==> config.mk <==
export PLATFORM = sky130hd
export DESIGN_NAME = load_store_unit
export DESIGN_NICKNAME = d
export VERILOG_FILES = /design/src/rtl/load_store_unit.sv
export SDC_FILE = /design/constraint.sdc
export NUM_CORES = 1
export LEC_CHECK = 0
export CAP_MARGIN = 5
export CORE_UTILIZATION = 43
export DETAILED_ROUTE_END_ITERATION = 12
export GPL_ROUTABILITY_DRIVEN = 0
export PLACE_DENSITY = 0.82
export SLEW_MARGIN = 20
export SYNTH_ARGS = -nofsm -noshare
export SYNTH_HDL_FRONTEND = slang
export SYNTH_SLANG_ARGS = --single-unit
export TNS_END_PERCENT = 1
==> constraint.sdc <==
create_clock -name clk -period 2.7 [get_ports clk]
set_input_delay 0.54 -clock clk [delete_from_list [all_inputs] [get_ports clk]]
set_output_delay 0.54 -clock clk [all_outputs]
set_load 0.02 [all_outputs]
==> src/rtl/load_store_unit.sv <==
// Converts CPU byte/half/word loads and stores into word-wide data memory accesses.
// Loads and word stores are zero-latency; sub-word stores take a read-modify-write and stall the CPU for one cycle.
module load_store_unit #(
  parameter int MISALIGN_TRAP = 1,
  parameter int CNT_W         = 16
) (
  input  logic             clk,
  input  logic             rst_n,
  input  logic             req_valid,
  input  logic             req_we,
  input  logic [1:0]       req_size,
  input  logic             req_unsigned,
  input  logic [31:0]      req_addr,
  input  logic [31:0]      req_wdata,
  output logic [31:0]      load_data,
  output logic             stall,
  output logic             access_err,
  output logic [CNT_W-1:0] rmw_count,
  output logic             dm_read,
  output logic             dm_write,
  output logic [31:0]      dm_addr,
  output logic [31:0]      dm_wd,
  input  logic [31:0]      dm_rd
);

  localparam logic [0:0] IDLE   = 1'b0;
  localparam logic [0:0] RMW_WR = 1'b1;

  logic [0:0]  state;
  logic [31:0] lat_addr;
  logic [31:0] lat_word;

  logic        illegal;
  logic        misaligned;
  logic        suppress;
  logic        active;
  logic        sub_word;
  logic [1:0]  off;
  logic [4:0]  sh_amt;
  logic [31:0] word_addr;
  logic [31:0] lane_data;
  logic [31:0] lane_mask;
  logic [31:0] wdata_sh;
  logic [31:0] merged;

  always_comb begin
    illegal    = (req_size == 2'b11);
    misaligned = ((req_size == 2'b01) && req_addr[0]) ||
                 ((req_size == 2'b10) && (req_addr[1:0] != 2'b00));
    suppress   = illegal || (misaligned && (MISALIGN_TRAP != 0));
    active     = rst_n && (state == IDLE) && req_valid && !suppress;
    sub_word   = (req_size != 2'b10);
    // Untrapped misaligned accesses fall back to the naturally aligned lane
    case (req_size)
      2'b00:   off = req_addr[1:0];
      2'b01:   off = {req_addr[1], 1'b0};
      default: off = 2'b00;
    endcase
    sh_amt    = {off, 3'b000};
    word_addr = {req_addr[31:2], 2'b00};
    lane_data = dm_rd >> sh_amt;
    lane_mask = ((req_size == 2'b00) ? 32'h0000_00FF : 32'h0000_FFFF) << sh_amt;
    wdata_sh  = req_wdata << sh_amt;
    merged    = (dm_rd & ~lane_mask) | (wdata_sh & lane_mask);
  end

  always_comb begin
    load_data  = 32'h0;
    stall      = 1'b0;
    dm_read    = 1'b0;
    dm_write   = 1'b0;
    dm_addr    = 32'h0;
    dm_wd      = 32'h0;
    access_err = rst_n && (state == IDLE) && req_valid && suppress;
    if (rst_n && (state == RMW_WR)) begin
      dm_write = 1'b1;
      dm_addr  = lat_addr;
      dm_wd    = lat_word;
    end else if (active) begin
      dm_addr = word_addr;
      if (!req_we) begin
        dm_read = 1'b1;
        case (req_size)
          2'b00:   load_data = {{24{!req_unsigned && lane_data[7]}}, lane_data[7:0]};
          2'b01:   load_data = {{16{!req_unsigned && lane_data[15]}}, lane_data[15:0]};
          default: load_data = lane_data;
        endcase
      end else if (sub_word) begin
        dm_read = 1'b1;
        stall   = 1'b1;
      end else begin
        dm_write = 1'b1;
        dm_wd    = req_wdata;
      end
    end
  end

  always_ff @(posedge clk or negedge rst_n) begin
    if (!rst_n) begin
      state     <= IDLE;
      lat_addr  <= 32'h0;
      lat_word  <= 32'h0;
      rmw_count <= '0;
    end else begin
      case (state)
        IDLE: begin
          if (active && req_we && sub_word) begin
            lat_addr <= word_addr;
            lat_word <= merged;
            state    <= RMW_WR;
          end
        end
        default: begin
          state <= IDLE;
          if (rmw_count != {CNT_W{1'b1}})
            rmw_count <= rmw_count + CNT_W'(1);
        end
      endcase
    end
  end

endmodule

==> flow_summary_export.csv, run 1 <==
group,metric,value,unit
sta,fmax,0.354,GHz
power_and_ir_drop,p_seq_share,39.5,%
sta,whs,0.292,ns
placed_design,place_area,0.00785,mm2
placed_design,hpwlAfterDp,13800,um
power_and_ir_drop,swShare,29.4,%
layout,drive_above_1_share,28.5,%
logic_synthesis,yosysTopAreaCellShare,40.0,%
setup_path,r2r_cells,8,
sta,period_needed,2.83,ns
floorplanning,core_region_area,0.0110,mm2
power_and_ir_drop,internal_power,2820,uW
clock_network,cts_tree,"built",
global_route,grt_use_total,31.5,%
layout,final_common_cell,"nand2_1",
logic_synthesis,async_flop_share,100,%
clock_network,ctsHoldBuffers,0,
global_route,grt_pass1_wl,28800,um
sta,setup_viol,17,
logic_synthesis,ys_ff_latch,79,
global_route,grt.overflow.total,0,
floorplanning,die_h,109,um
layout,finalInstanceArea,0.00844,mm2
logic_synthesis,yosysWarnings,0,
logic_synthesis,syn_area_per_cell,8.82,um2
routing,drt_iter0_markers,627,
min_path,min_path_type,"in -> async",
routing,num_vias,5940,
global_route,grt_max_degree,95,
power_and_ir_drop,ir_drop,0.378,mV
routing,drcViolationCount,0,
power_and_ir_drop,power.share.combinational,25.7,%
routing,met2_length,9830,um
logic_synthesis,synth_edf_count,0,
sta,relSlewSlack,44.6,%
setup_path,rr_startpoint,"state$_DFF_PN0_",
run,max_cap_violations,0,
setup_path,startpoint_type,"input pin",
global_route,grt_pass1_vias,5584,
clock_network,cts_sinks,79,
sta,fin_skew,0.00656,ns
power_and_ir_drop,powerDensity,473,mW/mm2
logic_synthesis,synthesis.area,0.00495,mm2
layout,diodes,0,
sta,worst_slack,-0.129,ns
logic_synthesis,ys_types,49,
clock_network,clockRootBuffer,"clkbuf_16",
setup_path,cp.arrival,2.29,ns
layout,fin_util,76.5,%
floorplanning,start_util,44.8,%
clock_network,clk_latency,0.33,ns
placed_design,port_buffers,216,
floorplanning,num_rows,38,
power_and_ir_drop,clock_power_share,34.9,%
logic_synthesis,ys_seq_area_share,40.0,%
sta,hold_viol_final,0,
clock_network,clockBufferDepth,2,
setup_path,critPathRequiredTime,2.16,ns
logic_synthesis,ys_top_cells_by_area,"dfrtp_1 (40%), a22o_1 (11%), nand2_1 (9.9%), o21ai_0 (5.2%), mux2i_1 (4.7%)",
power_and_ir_drop,p_leak,0.00405,uW
setup_path,reg2reg_to,"lat_addr[10]$_DFFE_PN0P_",
sta,worst_slew_pin_slew,0.830,ns
setup_path,crit_type,"in -> out",
setup_path,endpoint_kind,"output port",
layout,layout_common_cells,"nand2_1 (131), buf_4 (116), clkdlybuf4s50_1 (108)",
routing,routed_wl,20200,um
global_route,antenna_found_initial,0,
status,outcome,"finished with violations",
floorplanning,fp.dieArea,0.0119,mm2
clock_network,clk_pin_slew_worst_paths,0.06,ns
routing,drt_first_pass_iters,5,
logic_synthesis,ys.flop_type,"dfrtp_1",
floorplanning,io-pin-count,219,
status,failed_checks,"negative setup slack",
sta,min_period_over_period,105,%
logic_synthesis,yosys.area.top_type,"dfrtp_1",
placed_design,post-place-ws,-0.867,ns
routing,viasPerCell,5.98,
routing,wl_met1,7830,um
clock_network,cts_max_level,3,
power_and_ir_drop,p_switching,1170,uW
routing,wl_met3,1960,um
logic_synthesis,synth_cells,561,
layout,area_delta_synth_final,70.7,%
sta,finalMaxSlewViolations,0,
clock_network,cts-buffers-inserted,9,
floorplanning,die_x,109,um
sta,rsz0062_at_grt,"true",
setup_path,crit_fanout,6,
setup_path,r2r_setup_slack,0.28,ns
routing,wl_per_cell,20.4,um
layout,nets,952,
routing,top_layer,"met4",
power_and_ir_drop,report.power.total,3990,uW
routing,ant_nets,0,
-- per-stage QoR --
step / instances / setup TNS [ns]
final: 993 / -1.56
after global routing: 993 / -2.41
after CTS: 990 / -0.164
after detailed placement: 964 / -75.56
after global placement: 964 / -69.48
after floorplan: 562 / -2.90
-- per-layer routing --
| layer | vias up | global-route usage [%] |
|---|---|---|
| li1 | 2615 | - |
| met1 | 2892 | 41.2 |
| met2 | 374 | 52.2 |
| met3 | 59 | 6.28 |
| met4 | 0 | 10.6 |
| met5 | - | 0 |
-- cells in the mapped netlist (2+ instances only) --
library cell	instances
xnor2_1	2
buf_2	11
mux4_2	7
clkbuf_1	32
mux2_2	2
dfrtp_1	79
nand3_1	7
mux2i_1	23
and2_1	2
nor2b_1	17
nor3_1	5
nand2_1	131
xor2_1	12
a211oi_1	2
nand2b_1	5
a21oi_2	2
a22o_1	62
a21oi_1	17
nor2_1	11
nor3b_1	3
nand4_1	3
or2_2	3
nand3b_1	2
buf_4	2
nor3b_2	2
o21ai_0	51
inv_1	5
nor4_1	18
o22ai_1	23
-- cells by family after synthesis --
family                     after synthesis  share of synthesized area (%)
AOI/OAI and AO/OA                      166                           23.6
buffers and inverters                   51                           4.45
adders and majority gates                1                          0.253
DFF                                     79                           40.0
and+or+nand+nor                        217                           20.8
xor gates and xnor gates                14                           2.48
muxes                                   32                           8.30
other                                    1                         0.0758
-- what timing repair did --
| item | in CTS | in global routing |
|---|---|---|
| setup endpoints to repair | 98 | 60 |
| resized for setup | 384 | 49 |
| setup buffers | 9 | 1 |
| cloned | 1 | 2 |
| pin swaps | 12 | 17 |
-- how the worst max path moves through the flow --
stage                           start             to  cells after the start  slack, ns
final                     req_size[0]  load_data[30]                      9      -0.13
after global routing      req_size[0]  load_data[26]                      9      -0.16
after CTS                 req_size[0]  load_data[14]                      6      -0.05
after detailed placement  req_size[0]  load_data[14]                      6      -0.87
after global placement    req_size[0]  load_data[12]                      6      -0.82
after floorplan           req_size[0]  load_data[21]                      6      -0.16
-- final cells by class --
cell class	count	area (um2)
Multi-Input combinational cell	432	3080
Timing Repair Buffer	321	2860
Fill cell	766	2590
Sequential cell	79	1980
Clock buffer	11	233
Tap cell	140	175
Clock inverter	5	106
Inverter	5	18.8
-- critical path, cell delays in order --
cell and delay (ns):
buf_8 0.10, buf_6 0.11, nor2b_4 0.15, mux2_4 0.35
a2111oi_4 0.43, buf_4 0.22, clkbuf_16 0.17, nor4_4 0.05
buf_4 0.16
-- power by group through the flow --
stage | registers (uW) | clock network (uW) | logic, uW
3_5_place_dp | 1590 | 0 | 952
3_3_place_gp | 1580 | 0 | 917
6_report | 1580 | 1390 | 1020
2_1_floorplan | 1560 | 0 | 426
4_1_cts | 1570 | 1410 | 974
5_1_grt | 1600 | 1450 | 1100
-- flip-flops by register name (all words and copies together) (netlist names) --
name       cells
rmw_count     16
lat_word      32
state          1
lat_addr      30
Note: power is estimated with default switching activity, not from simulation.
==> inputs of run 2 (changes only) <==
- CORE_MARGIN: unset -> 2
==> run 2 against run 1 <==
The run still ends with negative setup slack left. Sequential power about the same. Sequential share of layout area up 0.34 points. First-iteration DRC count is 6.9% higher. Via count is 0.34% higher. Register-to-register slack gained 0.09 ns. Clock power decreased by 10%. Setup slack gained 0.058 ns. Core utilization fell by 3.0 points. Final area is 1.4% lower. Non-clock buffer count is 7 lower. Critical path type unchanged. Critical endpoint is now load_data[15].
==> flow_summary_export.csv, run 2 (synthesized netlist as in run 1, its figures left out) <==
group,metric,value,unit
status,outcome,"finished with violations",
status,failed_checks,"negative setup slack",
setup_path,cp.arrival,2.23,ns
power_and_ir_drop,powerDensity,460,mW/mm2
sta,relSlewSlack,39.1,%
layout,drive_above_1_share,30.9,%
layout,final_common_cell,"nand2_1",
routing,viasPerCell,6.01,
routing,drt_first_pass_iters,5,
power_and_ir_drop,clock_power_share,32.6,%
clock_network,cts-buffers-inserted,9,
setup_path,endpoint_kind,"output port",
sta,min_period_over_period,103,%
placed_design,port_buffers,216,
power_and_ir_drop,power.share.combinational,26.4,%
floorplanning,io-pin-count,219,
floorplanning,fp.dieArea,0.0124,mm2
sta,setup_viol,17,
clock_network,clk_pin_slew_worst_paths,0.06,ns
routing,ant_nets,0,
global_route,grt_max_degree,96,
floorplanning,core_region_area,0.0113,mm2
sta,finalSetupTns,-0.330,ns
clock_network,clk_latency,0.33,ns
routing,routed_wl,20700,um
setup_path,startpoint_type,"input pin",
routing,drt_iter0_markers,670,
layout,finalInstanceArea,0.00832,mm2
min_path,min_path_type,"in -> async",
sta,hold_viol_final,0,
layout,top_register,"lat_word",
floorplanning,num_rows,39,
setup_path,path_cells,"buf_6 -> or3_4 -> a211o_4 -> buf_12 -> a2111oi_1 -> buf_2",
global_route,antenna_found_initial,2,
routing,num_vias,5960,
global_route,grt_pass1_wl,31700,um
layout,largest_reg_flops,32,
clock_network,cts_max_level,3,
sta,rsz0062_at_grt,"true",
setup_path,crit_type,"in -> out",
routing,wl_per_cell,20.9,um
clock_network,clockRootBuffer,"clkbuf_16",
placed_design,place_area,0.00780,mm2
setup_path,cpPeakStageDelay,0.40,ns
sta,worst_slew_pin_slew,0.914,ns
sta,finalMaxSlewViolations,0,
sta,fin_skew,0.00414,ns
setup_path,critPathRequiredTime,2.16,ns
global_route,grt.overflow.total,0,
placed_design,hpwlAfterDp,14200,um
power_and_ir_drop,swShare,30.1,%
floorplanning,die_h,111,um
sta,period_needed,2.77,ns
power_and_ir_drop,internal_power,2670,uW
power_and_ir_drop,p_leak,0.00390,uW
routing,drcViolationCount,0,
sta,worst_slack,-0.0704,ns
layout,area_delta_synth_final,68.2,%
setup_path,crit_slowest_cell,"or3_4",
clock_network,cts_sinks,79,
run,max_cap_violations,0,
clock_network,ctsHoldBuffers,0,
placed_design,post-place-ws,-0.950,ns
layout,layout_common_cells,"nand2_1 (131), clkdlybuf4s50_1 (109), buf_4 (89)",
power_and_ir_drop,ir_drop,0.267,mV
floorplanning,die_x,111,um
floorplanning,start_util,43.7,%
sta,fmax,0.361,GHz
layout,largest_registers,"lat_word: 32 flops, lat_addr: 30 flops, rmw_count: 16 flops",
clock_network,clockBufferDepth,2,
global_route,grt_pass1_vias,5901,
setup_path,crit_fanout,22,
clock_network,cts_tree,"built",
power_and_ir_drop,p_seq_share,41.0,%
global_route,grt_use_total,32.2,%
layout,nets,945,
power_and_ir_drop,p_switching,1150,uW
[run 2: final cells by class]
cell class / count / area [um2]
Sequential cell: 79 / 1980
Timing Repair Buffer: 314 / 2870
Fill cell: 784 / 3000
Clock buffer: 12 / 256
Tap cell: 143 / 179
Inverter: 5 / 18.8
Multi-Input combinational cell: 432 / 2960
Clock inverter: 4 / 53.8
Antenna cell: 2 / 5.00
[run 2: timing repair]
| action | 4_1_cts | 5_1_grt |
|---|---|---|
| hold endpoints to repair | 0 | 0 |
| pin swaps | 7 | 13 |
| resized for setup | 470 | 75 |
| buffers inserted | 7 | 2 |
| setup endpoints to repair | 98 | 93 |
| gates cloned | 4 | 1 |
[run 2: routing by layer]
| metal | track usage, % | part of all wire, % |
|---|---|---|
| met1 | 39.4 | 38 |
| met2 | 53.2 | 48 |
| met3 | 6.94 | 8.8 |
| met4 | 17.2 | 5.1 |
| met5 | 0 | 0 |
[run 2: worst paths after layout]
check	from	slack [ns]	endpoint	cells after the start
max in group asynchronous	rst_n	1.68	lat_word[14]$_DFFE_PN0P_	3
worst min-delay path	rst_n	0.20	state$_DFF_PN0_	2
min in group clk	lat_addr[9]$_DFFE_PN0P_	0.48	lat_addr[9]$_DFFE_PN0P_	2
worst min register to register	lat_addr[9]$_DFFE_PN0P_	0.48	lat_addr[9]$_DFFE_PN0P_	2
worst max register to register	state$_DFF_PN0_	0.37	lat_addr[25]$_DFFE_PN0P_	8
worst max-delay path	req_addr[1]	-0.07	load_data[15]	6
[run 2: critical path: cells and delay by family]
family / cells / cell delay (ns)
and+or+nand+nor: 1 / 0.40
AOI/OAI and AO/OA: 2 / 0.76
buffers and inverters: 3 / 0.51
[run 2: per-stage QoR]
step                      hold slack (ns)  power [uW]  utilization, %  instances
after floorplan                     0.244        1980               -        562
after CTS                           0.201        3790            72.5        987
after global routing                0.217        4000            73.5        991
final                               0.202        3820            73.5        991
after detailed placement            0.468        2530            68.9        960
after global placement              0.458        2480            68.9        960
[run 2: power by group through the flow]
stage	Sequential (uW)	Combinational, uW	Clock [uW]
after floorplan	1560	426	0
after global placement	1570	916	0
after detailed placement	1580	954	0
after CTS	1560	967	1260
after global routing	1590	1090	1320
final	1570	1010	1250
